$ cat config.mk
export PLATFORM = sky130hd
export DESIGN_NAME = rv_out_port
export DESIGN_NICKNAME = d
export VERILOG_FILES = /design/src/rtl/rv_out_pkg.sv /design/src/rtl/rv_pulse_timer.sv /design/src/rtl/rv_out_port.sv
export SDC_FILE = /design/constraint.sdc
export NUM_CORES = 1
export LEC_CHECK = 0
export ABC_AREA = 1
export CAP_MARGIN = 20
export CORE_UTILIZATION = 40
export DETAILED_ROUTE_END_ITERATION = 16
export SYNTH_ARGS = -nofsm -noshare
export SYNTH_HDL_FRONTEND = slang
export SYNTH_SLANG_ARGS = --single-unit
$ cat constraint.sdc
create_clock -name clk -period 4.5 [get_ports clk]
set_input_delay 0.9 -clock clk [delete_from_list [all_inputs] [get_ports clk]]
set_output_delay 0.9 -clock clk [all_outputs]
set_load 0.01 [all_outputs]
$ cat src/rtl/rv_out_pkg.sv
// rv_out_pkg
//   Shared definitions for the RV_CPU memory-mapped output port.
//   Holds the store-mode encodings and the FSM state type.
package rv_out_pkg;

  localparam logic [1:0] MODE_WRITE = 2'b00;
  localparam logic [1:0] MODE_SET   = 2'b01;
  localparam logic [1:0] MODE_CLR   = 2'b10;
  localparam logic [1:0] MODE_PULSE = 2'b11;

  typedef enum logic {
    ST_IDLE  = 1'b0,
    ST_PULSE = 1'b1
  } state_t;

endpackage

$ cat src/rtl/rv_pulse_timer.sv
// rv_pulse_timer
//   Load/count-down timer that measures how long a PULSE value is held.
//   Loading takes priority; otherwise the count drops by one per cycle
//   and parks at zero.
// Ports
//   clk       in   rising-edge clock
//   reset     in   asynchronous, active-high
//   load      in   load load_val on the next edge
//   load_val  in   TW-bit reload value
//   done      out  count is zero
module rv_pulse_timer #(
  parameter  int PULSE_LEN = 4,
  localparam int TW        = $clog2(PULSE_LEN + 1)
) (
  input  logic          clk,
  input  logic          reset,
  input  logic          load,
  input  logic [TW-1:0] load_val,
  output logic          done
);

  logic [TW-1:0] cnt;

  always_ff @(posedge clk or posedge reset) begin
    if (reset) begin
      cnt <= '0;
    end else if (load) begin
      cnt <= load_val;
    end else if (cnt != '0) begin
      cnt <= cnt - TW'(1);
    end
  end

  assign done = (cnt == '0);

endmodule

$ cat src/rtl/rv_out_port.sv
// rv_out_port
//   Memory-mapped output port between the CPU store decode and the
//   top-level out pins. Stores arrive over a valid/ready handshake with a
//   per-bit mask and one of four modes (WRITE, SET, CLEAR, timed PULSE).
//   A registered change strobe and a saturating change counter are kept
//   for debug observation.
// Ports
//   clk       in   rising-edge clock
//   reset     in   asynchronous, active-high
//   wr_valid  in   write request
//   wr_ready  out  port can accept (IDLE only)
//   wr_mode   in   00 WRITE, 01 SET, 10 CLEAR, 11 PULSE
//   wr_data   in   write data
//   wr_mask   in   bit enable
//   out       out  registered output bus
//   out_chg   out  out changed on the last edge
//   chg_cnt   out  saturating count of out changes
//   busy      out  PULSE in progress
//
// state    | meaning
// ST_IDLE  | accepting stores, wr_ready high
// ST_PULSE | pulsed value on out, waiting for timer to expire
module rv_out_port
  import rv_out_pkg::*;
#(
  parameter int               WIDTH     = 10,
  parameter logic [WIDTH-1:0] RESET_VAL = '0,
  parameter int               PULSE_LEN = 4,
  parameter int               CNT_W     = 8
) (
  input  logic             clk,
  input  logic             reset,
  input  logic             wr_valid,
  output logic             wr_ready,
  input  logic [1:0]       wr_mode,
  input  logic [WIDTH-1:0] wr_data,
  input  logic [WIDTH-1:0] wr_mask,
  output logic [WIDTH-1:0] out,
  output logic             out_chg,
  output logic [CNT_W-1:0] chg_cnt,
  output logic             busy
);

  localparam int            TW         = $clog2(PULSE_LEN + 1);
  localparam logic [TW-1:0] PULSE_LOAD = TW'(PULSE_LEN - 1);

  state_t           state;
  logic [WIDTH-1:0] saved;
  logic [WIDTH-1:0] dm;
  logic [WIDTH-1:0] out_nxt;
  logic             accept;
  logic             pulse_start;
  logic             pulse_end;
  logic             tmr_done;
  logic             changed;

  // wr_ready is only high in IDLE, so accept implies IDLE.
  assign accept      = wr_valid & wr_ready;
  assign dm          = wr_data & wr_mask;
  assign pulse_start = accept && (wr_mode == MODE_PULSE);
  assign pulse_end   = (state == ST_PULSE) && tmr_done;

  always_comb begin
    out_nxt = out;
    if (pulse_end) begin
      out_nxt = saved;
    end else if (accept) begin
      case (wr_mode)
        MODE_WRITE: out_nxt = (out & ~wr_mask) | (wr_data & wr_mask);
        MODE_SET:   out_nxt = out | dm;
        MODE_CLR:   out_nxt = out & ~dm;
        MODE_PULSE: out_nxt = out ^ dm;
        default:    out_nxt = out;
      endcase
    end
  end

  assign changed = (out_nxt != out);

  // Loaded with PULSE_LEN-1: the accept edge plus PULSE_LEN-1 countdown
  // edges gives exactly PULSE_LEN cycles of the pulsed value.
  rv_pulse_timer #(
    .PULSE_LEN (PULSE_LEN)
  ) u_timer (
    .clk      (clk),
    .reset    (reset),
    .load     (pulse_start),
    .load_val (PULSE_LOAD),
    .done     (tmr_done)
  );

  always_ff @(posedge clk or posedge reset) begin
    if (reset) begin
      state    <= ST_IDLE;
      out      <= RESET_VAL;
      saved    <= '0;
      wr_ready <= 1'b1;
      busy     <= 1'b0;
      out_chg  <= 1'b0;
      chg_cnt  <= '0;
    end else begin
      out     <= out_nxt;
      out_chg <= changed;
      if (changed && (chg_cnt != '1)) begin
        chg_cnt <= chg_cnt + CNT_W'(1);
      end
      case (state)
        ST_IDLE: begin
          if (pulse_start) begin
            saved    <= out;
            state    <= ST_PULSE;
            wr_ready <= 1'b0;
            busy     <= 1'b1;
          end
        end
        ST_PULSE: begin
          if (tmr_done) begin
            state    <= ST_IDLE;
            wr_ready <= 1'b1;
            busy     <= 1'b0;
          end
        end
        default: begin
          state    <= ST_IDLE;
          wr_ready <= 1'b1;
          busy     <= 1'b0;
        end
      endcase
    end
  end

endmodule

# Word level (Yosys, flattened, before mapping)
# Index checks and enable logic that the tools add are counted.
# word_totals
register_bits,35
inputBits,25
output_inout_bits,21
# op_classes
add_sub_neg,2
eq_ne,7
mux,14
bitwise_logic,10
reduce_logical,9
# op_table
cell,n
one-hot mux 10 bit (4 select lines),1
bitwise AND 10 bit,3
two-way mux 10 bit,2
inverter 10 bit,2
bitwise OR 10 bit,2
!= test 10 bit,1
XOR 10 bit,1
adder 8 x 1 -> 8 bit (second input constant),1
!= test 8 bit (second input constant),1
two-way mux 1 bit,6
two-way mux 3 bit,2
one-hot mux 1 bit (2 select lines),3
equality test 2 bit (second input constant),2
AND reduction 2 bit,2
logical AND 1 bit,3
logical NOT 3 bit,1
nonzero test 3 bit,1
subtractor 3 x 1 -> 3 bit (second input constant),1
equality test 2 x 1 -> 1 bit (second input constant),1
logical NOT 2 bit,1
!= test 2 x 1 -> 1 bit (second input constant),1
!= test 2 bit (second input constant),1
nonzero test 2 bit,1
bitwise AND 1 bit,1
inverter 1 bit,1

# Longest topological paths before layout
# Gate-level depths: netlist of run 1.
# depth
word_depth,8
depth_mapped,20
depth_no_buf,18

# Modules after synthesis
# A second synthesis of run 1 with hierarchy kept.
# hier_totals
hier_cells,380
area_unflattened_um2,2516.2
# by_module_without_submodules
mod,instances,cells_per_inst,area_each_um2
rv_out_port,1,347,2304.7
rv_pulse_timer,1,33,211.5

# Worst setup path before layout of run 1
# No wires, ideal clock.
# synth_path
path_kind,input port to flip-flop
from,in wr_data[3]
to,reg chg_cnt[0]
t_arrival_ns,2.164
required_time_ns,4.382
slack_ns,2.218
cell_stages,17
path_buffers,1
path_cell_list,nand2_1 ha_1 nand3_1 nand2_1 nor2_1 nand2_1 nand2_1 nand2_1 nand2_1 nand2_1 inv_1 nand2_1 nor2_1 nand3_1 buf_6 nand3_1 nand2_1
# synth_via
elab_chain_cells,8
word_cells_on_any_way,11
classes_between,1 x eq/ne; 3 x mux; 6 x bitwise; 1 x reduce/logical
# synth_rtl
item,line_no,text
from (decl),rv_out_port.sv:36,"input logic [WIDTH-1:0] wr_data,"
bitwise AND 10 bit (*),"rv_out_port.sv:59, rv_out_port.sv:69",
inverter 10 bit,rv_out_port.sv:71,MODE_CLR: out_nxt = out & ~dm;
bitwise AND 10 bit,rv_out_port.sv:71,
one-hot mux 10 bit (4 select lines) (*),rv_out_port.sv:68,case (wr_mode)
two-way mux 10 bit (*),rv_out_port.sv:67,end else if (accept) begin
two-way mux 10 bit (*),rv_out_port.sv:65,if (pulse_end) begin
!= test 10 bit (*),rv_out_port.sv:78,assign changed = (out_nxt != out);
named net changed,rv_out_port.sv:55,logic changed;
logical AND 1 bit (*),rv_out_port.sv:104,if (changed && (chg_cnt != '1)) begin
to (signal assigned),rv_out_port.sv:105,chg_cnt <= chg_cnt + CNT_W'(1);
to (decl),rv_out_port.sv:40,"output logic [CNT_W-1:0] chg_cnt,"
# The timed path passes the listed nets; every way through them passes the cells marked *.
# A chain may end at the register's enable or synchronous reset.

# Worst setup path after layout of run 1
# layout_path
from,in wr_mode[1]
to,reg chg_cnt[1]
# layout_via
elab_chain_cells,6
word_cells_on_any_way,9
classes_between,4 x eq/ne; 3 x mux; 2 x reduce/logical
# layout_rtl
item,line_no,text
from (decl),rv_out_port.sv:35,"input logic [1:0] wr_mode,"
"equality test 2 bit, or another cell as far along",rv_out_port.sv:68,
one-hot mux 10 bit (4 select lines) (*),rv_out_port.sv:68,
two-way mux 10 bit (*),rv_out_port.sv:67,
two-way mux 10 bit (*),rv_out_port.sv:65,
!= test 10 bit (*),rv_out_port.sv:78,
logical AND 1 bit (*),rv_out_port.sv:104,
# Every way passes the cells marked *; elsewhere a longest branch is shown, timed or not.

==> results of run 1 <==
[per-layer routing]
layer / wire length, µm / vias up / track usage (%)
li1: - / 1207 / -
met1: 2670 / 1057 / 24.8
met2: 2710 / 42 / 33.8
met3: 222 / 6 / 3.77
met4: 59 / 0 / 5.36
met5: 0 / - / 0
[worst max-delay path by stage]
stage | start | end
after global routing | wr_mode[1] | chg_cnt[1]
after CTS | wr_mode[1] | chg_cnt[1]
after detailed placement | wr_mode[1] | chg_cnt[1]
after global placement | wr_mode[1] | chg_cnt[0]
final | wr_mode[1] | chg_cnt[1]
after floorplan | wr_data[3] | chg_cnt[0]
[registers in the layout (all words and copies together), names as in the netlist]
name         flops
wr_ready         1
out_chg          1
state            1
out             10
chg_cnt          8
saved           10
u_timer.cnt      3
busy             1
[power breakdown]
group,total [µW],switching [µW],leakage [µW],internal (µW)
combinational,954,517,0.00119,436
sequential,619,150,0.000411,469
clock,253,127,0.0000474,125
[worst max-delay path: cells and delay by family]
kind	cells	cell delay (ns)
AND/OR/NAND/NOR	14	1.61
buffers and inverters	3	0.88
[synth_stat cells]
cell	count
sky130_fd_sc_hd__a211oi_1	1
sky130_fd_sc_hd__a21oi_1	9
sky130_fd_sc_hd__and3_1	1
sky130_fd_sc_hd__buf_2	1
sky130_fd_sc_hd__buf_4	3
sky130_fd_sc_hd__buf_6	2
sky130_fd_sc_hd__clkbuf_1	1
sky130_fd_sc_hd__dfrtp_1	34
sky130_fd_sc_hd__dfstp_2	1
sky130_fd_sc_hd__ha_1	13
sky130_fd_sc_hd__inv_1	56
sky130_fd_sc_hd__inv_2	2
sky130_fd_sc_hd__inv_4	1
sky130_fd_sc_hd__nand2_1	153
sky130_fd_sc_hd__nand2_2	4
sky130_fd_sc_hd__nand2_4	1
sky130_fd_sc_hd__nand3_1	27
sky130_fd_sc_hd__nor2_1	15
sky130_fd_sc_hd__nor2_2	2
sky130_fd_sc_hd__nor2_4	1
sky130_fd_sc_hd__o21ai_0	24
sky130_fd_sc_hd__o21ai_1	2
sky130_fd_sc_hd__or2_1	7
sky130_fd_sc_hd__xnor2_1	3
sky130_fd_sc_hd__xor2_1	2
[layout make-up]
type	count	area share [%]
Clock buffer	6	2.74
Clock inverter	2	0.540
Timing Repair Buffer	46	15.2
Inverter	59	7.43
Sequential cell	35	29.1
Tap cell	72	2.99
Multi-Input combinational cell	265	42.0
[through the flow]
| step | area, µm² | setup slack, ns | cells | power, µW | utilization, % |
|---|---|---|---|---|---|
| floorplan | 2420 | 2.22 | 366 | 1240 | - |
| global placement | 2910 | 1.06 | 477 | 1560 | 51.3 |
| detailed placement | 2910 | 1.01 | 477 | 1590 | 51.3 |
| CTS | 3010 | 1.30 | 485 | 1850 | 53.1 |
| global route | 3010 | 1.07 | 485 | 2030 | 53.1 |
| finish | 3010 | 1.31 | 485 | 1820 | 53.1 |
[cell families after synthesis]
| logic type | Yosys count |
|---|---|
| AND/OR/NAND/NOR | 211 |
| buffers and inverters | 66 |
| AO/OA/AOI/OAI | 36 |
| flip-flops | 35 |
| adder cells (fa/ha/maj) | 13 |
| XOR/XNOR | 5 |
==> run_summary.xml, run 1 <==
<?xml version="1.0" encoding="UTF-8"?>
<metrics>
  <group name="clock_network">
    <metric name="cts_hold_repair.buffers" unit="">0</metric>
    <metric name="cts.sink_count" unit="">35</metric>
    <metric name="cts_tree" unit="">done</metric>
    <metric name="cts_resized" unit="">0</metric>
    <metric name="htree_levels" unit="">2</metric>
    <metric name="cts.root.buffer_cell" unit="">sky130_fd_sc_hd__clkbuf_8</metric>
    <metric name="post_cts_buffers" unit="">0</metric>
    <metric name="clk_pin_slew_worst_paths" unit="ns">0.08</metric>
    <metric name="clock_insertion_delay_worst_skew" unit="ns">0.29</metric>
    <metric name="ctsLongestPathBuffers" unit="">2</metric>
    <metric name="cts-buffers-inserted" unit="">5</metric>
  </group>
  <group name="yosys">
    <metric name="synth-compound-area-share" unit="%">7.55</metric>
    <metric name="synth.mux.area_fraction" unit="%">0</metric>
    <metric name="post_synth_fa_ha_maj_area_fraction" unit="%">6.72</metric>
    <metric name="postSynthCellCount" unit="">366</metric>
    <metric name="ys_types" unit="">25</metric>
    <metric name="synth_top_family_by_area" unit="">simple AND/OR/NAND/NOR gates</metric>
    <metric name="post-synth-top-area-fraction" unit="%">35.2</metric>
    <metric name="post_synth_instance_area" unit="µm²">2420</metric>
    <metric name="synthesized_area_fraction_occupied_by_xor_and_xnor_cells" unit="%">1.81</metric>
    <metric name="synth_sequential_area_ratio" unit="%">36.2</metric>
    <metric name="syn_avg_cell_area" unit="µm²">6.61</metric>
    <metric name="synth_fp_nets" unit="">404</metric>
    <metric name="synth_top_cells_by_area" unit="">sky130_fd_sc_hd__dfrtp_1 (35%), sky130_fd_sc_hd__nand2_1 (24%), sky130_fd_sc_hd__inv_1 (8.7%), sky130_fd_sc_hd__ha_1 (6.7%), sky130_fd_sc_hd__nand3_1 (5.6%)</metric>
    <metric name="yosysWarningCount" unit="">0</metric>
    <metric name="yosysTopAreaCell" unit="">sky130_fd_sc_hd__dfrtp_1</metric>
    <metric name="synth_simple_gate_area_share" unit="%">36.2</metric>
    <metric name="synth.ff_latch_count" unit="">35</metric>
  </group>
  <group name="floorplanning">
    <metric name="ios" unit="">46</metric>
    <metric name="die-area" unit="µm²">6360</metric>
    <metric name="rows" unit="">27</metric>
    <metric name="dieHeight" unit="µm">79.8</metric>
    <metric name="floorplan_die_width" unit="µm">79.8</metric>
    <metric name="initial_core_util" unit="%">42.6</metric>
    <metric name="fp.coreArea" unit="µm²">5680</metric>
  </group>
  <group name="sta">
    <metric name="final_max_slew_viol_count" unit="">0</metric>
    <metric name="slew-limit-headroom" unit="%">58.8</metric>
    <metric name="timing.clock.skew" unit="ns">0.00462</metric>
    <metric name="holdWs" unit="ns">0.486</metric>
    <metric name="timing.final.hold_violations" unit="">0</metric>
    <metric name="setup-violations-final" unit="">0</metric>
    <metric name="rsz_0062_raised_after_global_routing" unit="">false</metric>
    <metric name="fmax" unit="MHz">314</metric>
    <metric name="timing_worst_slew_pin_value" unit="ns">0.616</metric>
    <metric name="min_period_over_period" unit="%">70.9</metric>
    <metric name="finalCriticalPeriod" unit="ns">3.19</metric>
    <metric name="tns" unit="ns">0</metric>
  </group>
  <group name="finish">
    <metric name="diodes" unit="">0</metric>
    <metric name="filler_cell_count" unit="">592</metric>
    <metric name="drive_above_1_share" unit="%">5.08</metric>
    <metric name="ff_latch_area" unit="µm²">877</metric>
    <metric name="most-common-layout-cells" unit="">sky130_fd_sc_hd__nand2_1 (153), sky130_fd_sc_hd__inv_1 (56), sky130_fd_sc_hd__clkdlybuf4s50_1 (45)</metric>
    <metric name="multi_input_comb_area" unit="µm²">1260</metric>
    <metric name="layout.cells.most_common" unit="">sky130_fd_sc_hd__nand2_1</metric>
    <metric name="area_growth_syn_to_layout" unit="%">24.5</metric>
    <metric name="finish.net_count" unit="">450</metric>
  </group>
  <group name="min_path">
    <metric name="hold_path_end" unit="">saved[8]</metric>
    <metric name="min_delay_path_depth" unit="">2</metric>
    <metric name="worst_hold_path_startpoint" unit="">saved[8]</metric>
    <metric name="worstHoldPathType" unit="">register to register</metric>
  </group>
  <group name="power_and_ir_drop">
    <metric name="power_density" unit="nW/µm²">606</metric>
    <metric name="worst_ir_drop_vdd" unit="mV">0.332</metric>
    <metric name="leakagePower" unit="µW">0.00164</metric>
  </group>
  <group name="routing">
    <metric name="drt-vias-per-instance" unit="">4.77</metric>
    <metric name="drc_violation_total_after_the_first_tritonroute_iteration" unit="">100</metric>
    <metric name="wl_per_cell" unit="µm">11.7</metric>
    <metric name="detail_route.wirelength" unit="mm">5.66</metric>
    <metric name="routed-via-count" unit="">2312</metric>
    <metric name="drc_errors" unit="">0</metric>
    <metric name="antenna_violating_nets_post_route" unit="">0</metric>
    <metric name="detail_route.first_pass.iterations" unit="">5</metric>
  </group>
  <group name="grt">
    <metric name="grt.overflow.total" unit="">0</metric>
    <metric name="globalRouteTotalUtil" unit="%">19.6</metric>
    <metric name="grt_pass1_vias" unit="">2119</metric>
    <metric name="grt_max_degree" unit="">36</metric>
    <metric name="initial_antenna_violation_count" unit="">0</metric>
    <metric name="grt_first_pass_wirelength" unit="mm">9.62</metric>
  </group>
  <group name="placed_design">
    <metric name="hpwlAfterDp" unit="mm">4.18</metric>
    <metric name="port_buffers" unit="">45</metric>
    <metric name="finalWeightedCongestion" unit="">0.781</metric>
  </group>
  <group name="setup_path">
    <metric name="worst_r2r_startpoint" unit="">u_timer.cnt[0]</metric>
    <metric name="crit_path_max_incr_delay" unit="ns">0.72</metric>
    <metric name="timing.critical_path.arrival" unit="ns">3.41</metric>
    <metric name="required" unit="ns">4.73</metric>
    <metric name="rr_endpoint" unit="">chg_cnt[1]</metric>
    <metric name="cp_cell_sequence" unit="">clkdlybuf4s50_1 &gt; inv_4 &gt; nor2_2 &gt; nand2_1 &gt; nand2_1 &gt; inv_1 &gt; nand2_1 &gt; nand2_1 &gt; nand2_1 &gt; nand2_1 &gt; nand2_1 &gt; nand2_1 &gt; nor2_1 &gt; nand3_1 &gt; nand2_2 &gt; nand2_1 &gt; nand2_1</metric>
    <metric name="max_stage_delay_cell_worst_path" unit="">sky130_fd_sc_hd__clkdlybuf4s50_1</metric>
    <metric name="setup.reg_to_reg.worst_slack" unit="ns">1.65</metric>
    <metric name="setup.worst_path.end_class" unit="">register</metric>
    <metric name="worstPathMaxFanout" unit="">11</metric>
    <metric name="start_kind" unit="">input pin</metric>
    <metric name="path_common_cell" unit="">sky130_fd_sc_hd__nand2_1</metric>
    <metric name="timing.setup.critical_path_class" unit="">input pin to register</metric>
    <metric name="timing.reg2reg.worst_path_depth" unit="">15</metric>
  </group>
  <group name="flow_run">
    <metric name="cap_viol_max_count" unit="">0</metric>
  </group>
  <group name="status">
    <metric name="run_status" unit="">finished clean</metric>
  </group>
</metrics>
Power figures use the tool's default switching activity.
==> run 2: changes to the inputs <==
==> constraint.sdc (replaced) <==
create_clock -name clk -period 3.05 [get_ports clk]
set_input_delay 0.61 -clock clk [delete_from_list [all_inputs] [get_ports clk]]
set_output_delay 0.61 -clock clk [all_outputs]
set_load 0.01 [all_outputs]
==> run 2 against run 1 <==
Clock power up 31%. Total power up 44%. First-iteration DRC count down 15%. Sequential share of layout area about the same. Register-to-register slack worse by 1.2 ns. Via count down 2.4%. Non-clock buffer count up 3. Largest power group unchanged.
==> run_summary.xml, run 2 (same netlist as run 1, synthesis figures left out) <==
<?xml version="1.0" encoding="UTF-8"?>
<metrics>
  <group name="clock_network">
    <metric name="cts_tree" unit="">done</metric>
    <metric name="cts_resized" unit="">0</metric>
    <metric name="ctsLongestPathBuffers" unit="">2</metric>
    <metric name="clock_insertion_delay_worst_skew" unit="ns">0.29</metric>
    <metric name="cts.root.buffer_cell" unit="">sky130_fd_sc_hd__clkbuf_8</metric>
    <metric name="htree_levels" unit="">2</metric>
    <metric name="clk_pin_slew_worst_paths" unit="ns">0.07</metric>
    <metric name="cts.sink_count" unit="">35</metric>
    <metric name="post_cts_buffers" unit="">0</metric>
    <metric name="cts-buffers-inserted" unit="">5</metric>
    <metric name="cts_hold_repair.buffers" unit="">0</metric>
  </group>
  <group name="floorplanning">
    <metric name="dieHeight" unit="µm">79.8</metric>
    <metric name="initial_core_util" unit="%">42.6</metric>
    <metric name="rows" unit="">27</metric>
    <metric name="floorplan_die_width" unit="µm">79.8</metric>
    <metric name="fp.coreArea" unit="µm²">5680</metric>
    <metric name="ios" unit="">46</metric>
    <metric name="die-area" unit="µm²">6360</metric>
  </group>
  <group name="sta">
    <metric name="rsz_0062_raised_after_global_routing" unit="">false</metric>
    <metric name="tns" unit="ns">0</metric>
    <metric name="timing.final.hold_violations" unit="">0</metric>
    <metric name="timing_worst_slew_pin_value" unit="ns">0.634</metric>
    <metric name="finalCriticalPeriod" unit="ns">2.56</metric>
    <metric name="final_max_slew_viol_count" unit="">0</metric>
    <metric name="setup-violations-final" unit="">0</metric>
    <metric name="timing.clock.skew" unit="ns">0.00692</metric>
    <metric name="min_period_over_period" unit="%">83.9</metric>
    <metric name="holdWs" unit="ns">0.482</metric>
    <metric name="fmax" unit="MHz">391</metric>
    <metric name="slew-limit-headroom" unit="%">57.6</metric>
  </group>
  <group name="grt">
    <metric name="grt_pass1_vias" unit="">2070</metric>
    <metric name="grt.overflow.total" unit="">0</metric>
    <metric name="globalRouteTotalUtil" unit="%">19.3</metric>
    <metric name="initial_antenna_violation_count" unit="">0</metric>
    <metric name="grt_first_pass_wirelength" unit="mm">9.35</metric>
    <metric name="grt_max_degree" unit="">36</metric>
  </group>
  <group name="setup_path">
    <metric name="critPathCapture" unit="">chg_cnt[0]</metric>
    <metric name="rr_endpoint" unit="">chg_cnt[0]</metric>
    <metric name="setup.worst_path.end_class" unit="">register</metric>
    <metric name="timing.reg2reg.worst_path_depth" unit="">16</metric>
    <metric name="timing.setup.critical_path_class" unit="">input pin to register</metric>
    <metric name="required" unit="ns">3.28</metric>
    <metric name="worst_r2r_startpoint" unit="">u_timer.cnt[0]</metric>
    <metric name="worstPathMaxFanout" unit="">11</metric>
    <metric name="timing.critical_path.arrival" unit="ns">2.79</metric>
    <metric name="cp-startpoint" unit="">wr_mode[0]</metric>
    <metric name="setup.reg_to_reg.worst_slack" unit="ns">0.49</metric>
    <metric name="start_kind" unit="">input pin</metric>
  </group>
  <group name="routing">
    <metric name="detail_route.first_pass.iterations" unit="">4</metric>
    <metric name="detail_route.wirelength" unit="mm">5.50</metric>
    <metric name="antenna_violating_nets_post_route" unit="">0</metric>
    <metric name="wl_per_cell" unit="µm">11.3</metric>
    <metric name="drc_errors" unit="">0</metric>
    <metric name="routed-via-count" unit="">2257</metric>
    <metric name="drc_violation_total_after_the_first_tritonroute_iteration" unit="">85</metric>
    <metric name="drt-vias-per-instance" unit="">4.63</metric>
  </group>
  <group name="finish">
    <metric name="finish.net_count" unit="">453</metric>
    <metric name="biggestRegsByFlops" unit="">out: 10 flops, saved: 10 flops, chg_cnt: 8 flops</metric>
    <metric name="area_growth_syn_to_layout" unit="%">24.7</metric>
    <metric name="filler_cell_count" unit="">590</metric>
    <metric name="most-common-layout-cells" unit="">sky130_fd_sc_hd__nand2_1 (153), sky130_fd_sc_hd__inv_1 (56), sky130_fd_sc_hd__clkdlybuf4s50_1 (45)</metric>
    <metric name="diodes" unit="">0</metric>
    <metric name="drive_above_1_share" unit="%">5.29</metric>
    <metric name="layout.cells.most_common" unit="">sky130_fd_sc_hd__nand2_1</metric>
  </group>
  <group name="power_and_ir_drop">
    <metric name="power.total" unit="µW">2630</metric>
    <metric name="power_density" unit="nW/µm²">872</metric>
    <metric name="worst_ir_drop_vdd" unit="mV">0.431</metric>
    <metric name="leakagePower" unit="µW">0.00165</metric>
  </group>
  <group name="min_path">
    <metric name="worstHoldPathType" unit="">register to register</metric>
  </group>
  <group name="placed_design">
    <metric name="port_buffers" unit="">45</metric>
    <metric name="hpwlAfterDp" unit="mm">3.92</metric>
    <metric name="finalWeightedCongestion" unit="">0.800</metric>
  </group>
  <group name="flow_run">
    <metric name="cap_viol_max_count" unit="">0</metric>
  </group>
  <group name="status">
    <metric name="run_status" unit="">finished clean</metric>
  </group>
</metrics>
==> run 2: cell types whose count changed in the layout (fill, tap and decap cells not counted), sizes merged <==
cell      change
clkbuf        +1
buf           +3
clkinvlp      -1
==> run 2: final cells by class <==
cell class | count | area (µm²) | share of cell area [%]
Multi-Input combinational cell | 265 | 1260 | 41.9
Tap cell | 72 | 90.1 | 2.99
Timing Repair Buffer | 49 | 480 | 15.9
Clock inverter | 1 | 5.00 | 0.166
Clock buffer | 7 | 76.3 | 2.53
Sequential cell | 35 | 877 | 29.1
Inverter | 59 | 224 | 7.42
==> run 2: power by group <==
part / switching, µW / internal (µW) / total (µW)
clock network: 170 / 160 / 331
registers: 216 / 693 / 909
logic: 747 / 645 / 1390
total: 1130 / 1500 / 2630
==> run 2: critical path, stage by stage <==
cell,delay [ns]
sky130_fd_sc_hd__clkdlybuf4s50_1,0.68
sky130_fd_sc_hd__inv_1,0.10
sky130_fd_sc_hd__nand2_1,0.20
sky130_fd_sc_hd__nor2_1,0.06
sky130_fd_sc_hd__nor2_1,0.10
sky130_fd_sc_hd__nand2_1,0.08
sky130_fd_sc_hd__nand2_1,0.08
sky130_fd_sc_hd__nand2_1,0.07
sky130_fd_sc_hd__nand2_1,0.06
sky130_fd_sc_hd__nand2_1,0.05
sky130_fd_sc_hd__inv_1,0.04
sky130_fd_sc_hd__nand2_1,0.04
sky130_fd_sc_hd__nor2_1,0.11
sky130_fd_sc_hd__nand3_1,0.08
sky130_fd_sc_hd__buf_4,0.18
sky130_fd_sc_hd__nand2_2,0.13
sky130_fd_sc_hd__nand2_1,0.07
sky130_fd_sc_hd__nand2_1,0.05
==> run 2: worst min-delay path by stage <==
stage / start / endpoint / slack (ns) / cells after the start
after floorplan: saved[0] / saved[0] / 0.45 / 2
after global placement: saved[4] / saved[4] / 0.46 / 2
after detailed placement: saved[0] / saved[0] / 0.47 / 2
after CTS: saved[0] / saved[0] / 0.48 / 2
after global routing: saved[0] / saved[0] / 0.51 / 2
final: saved[2] / saved[2] / 0.48 / 2
==> run 2: stage by stage <==
stage               cells  setup WS (ns)  utilization [%]  area, µm²
floorplan             366           1.06                -       2420
global placement      480          0.195             51.7       2940
detailed placement    480          0.162             51.7       2940
CTS                   488          0.468             53.2       3020
global route          488          0.184             53.2       3020
finish                488          0.491             53.2       3020
==> run 2: per-layer routing <==
layer	track usage [%]	share of wire (%)
met1	24.8	49
met2	31.4	46
met3	5.03	4.4
met4	6.07	1.1
met5	0	0
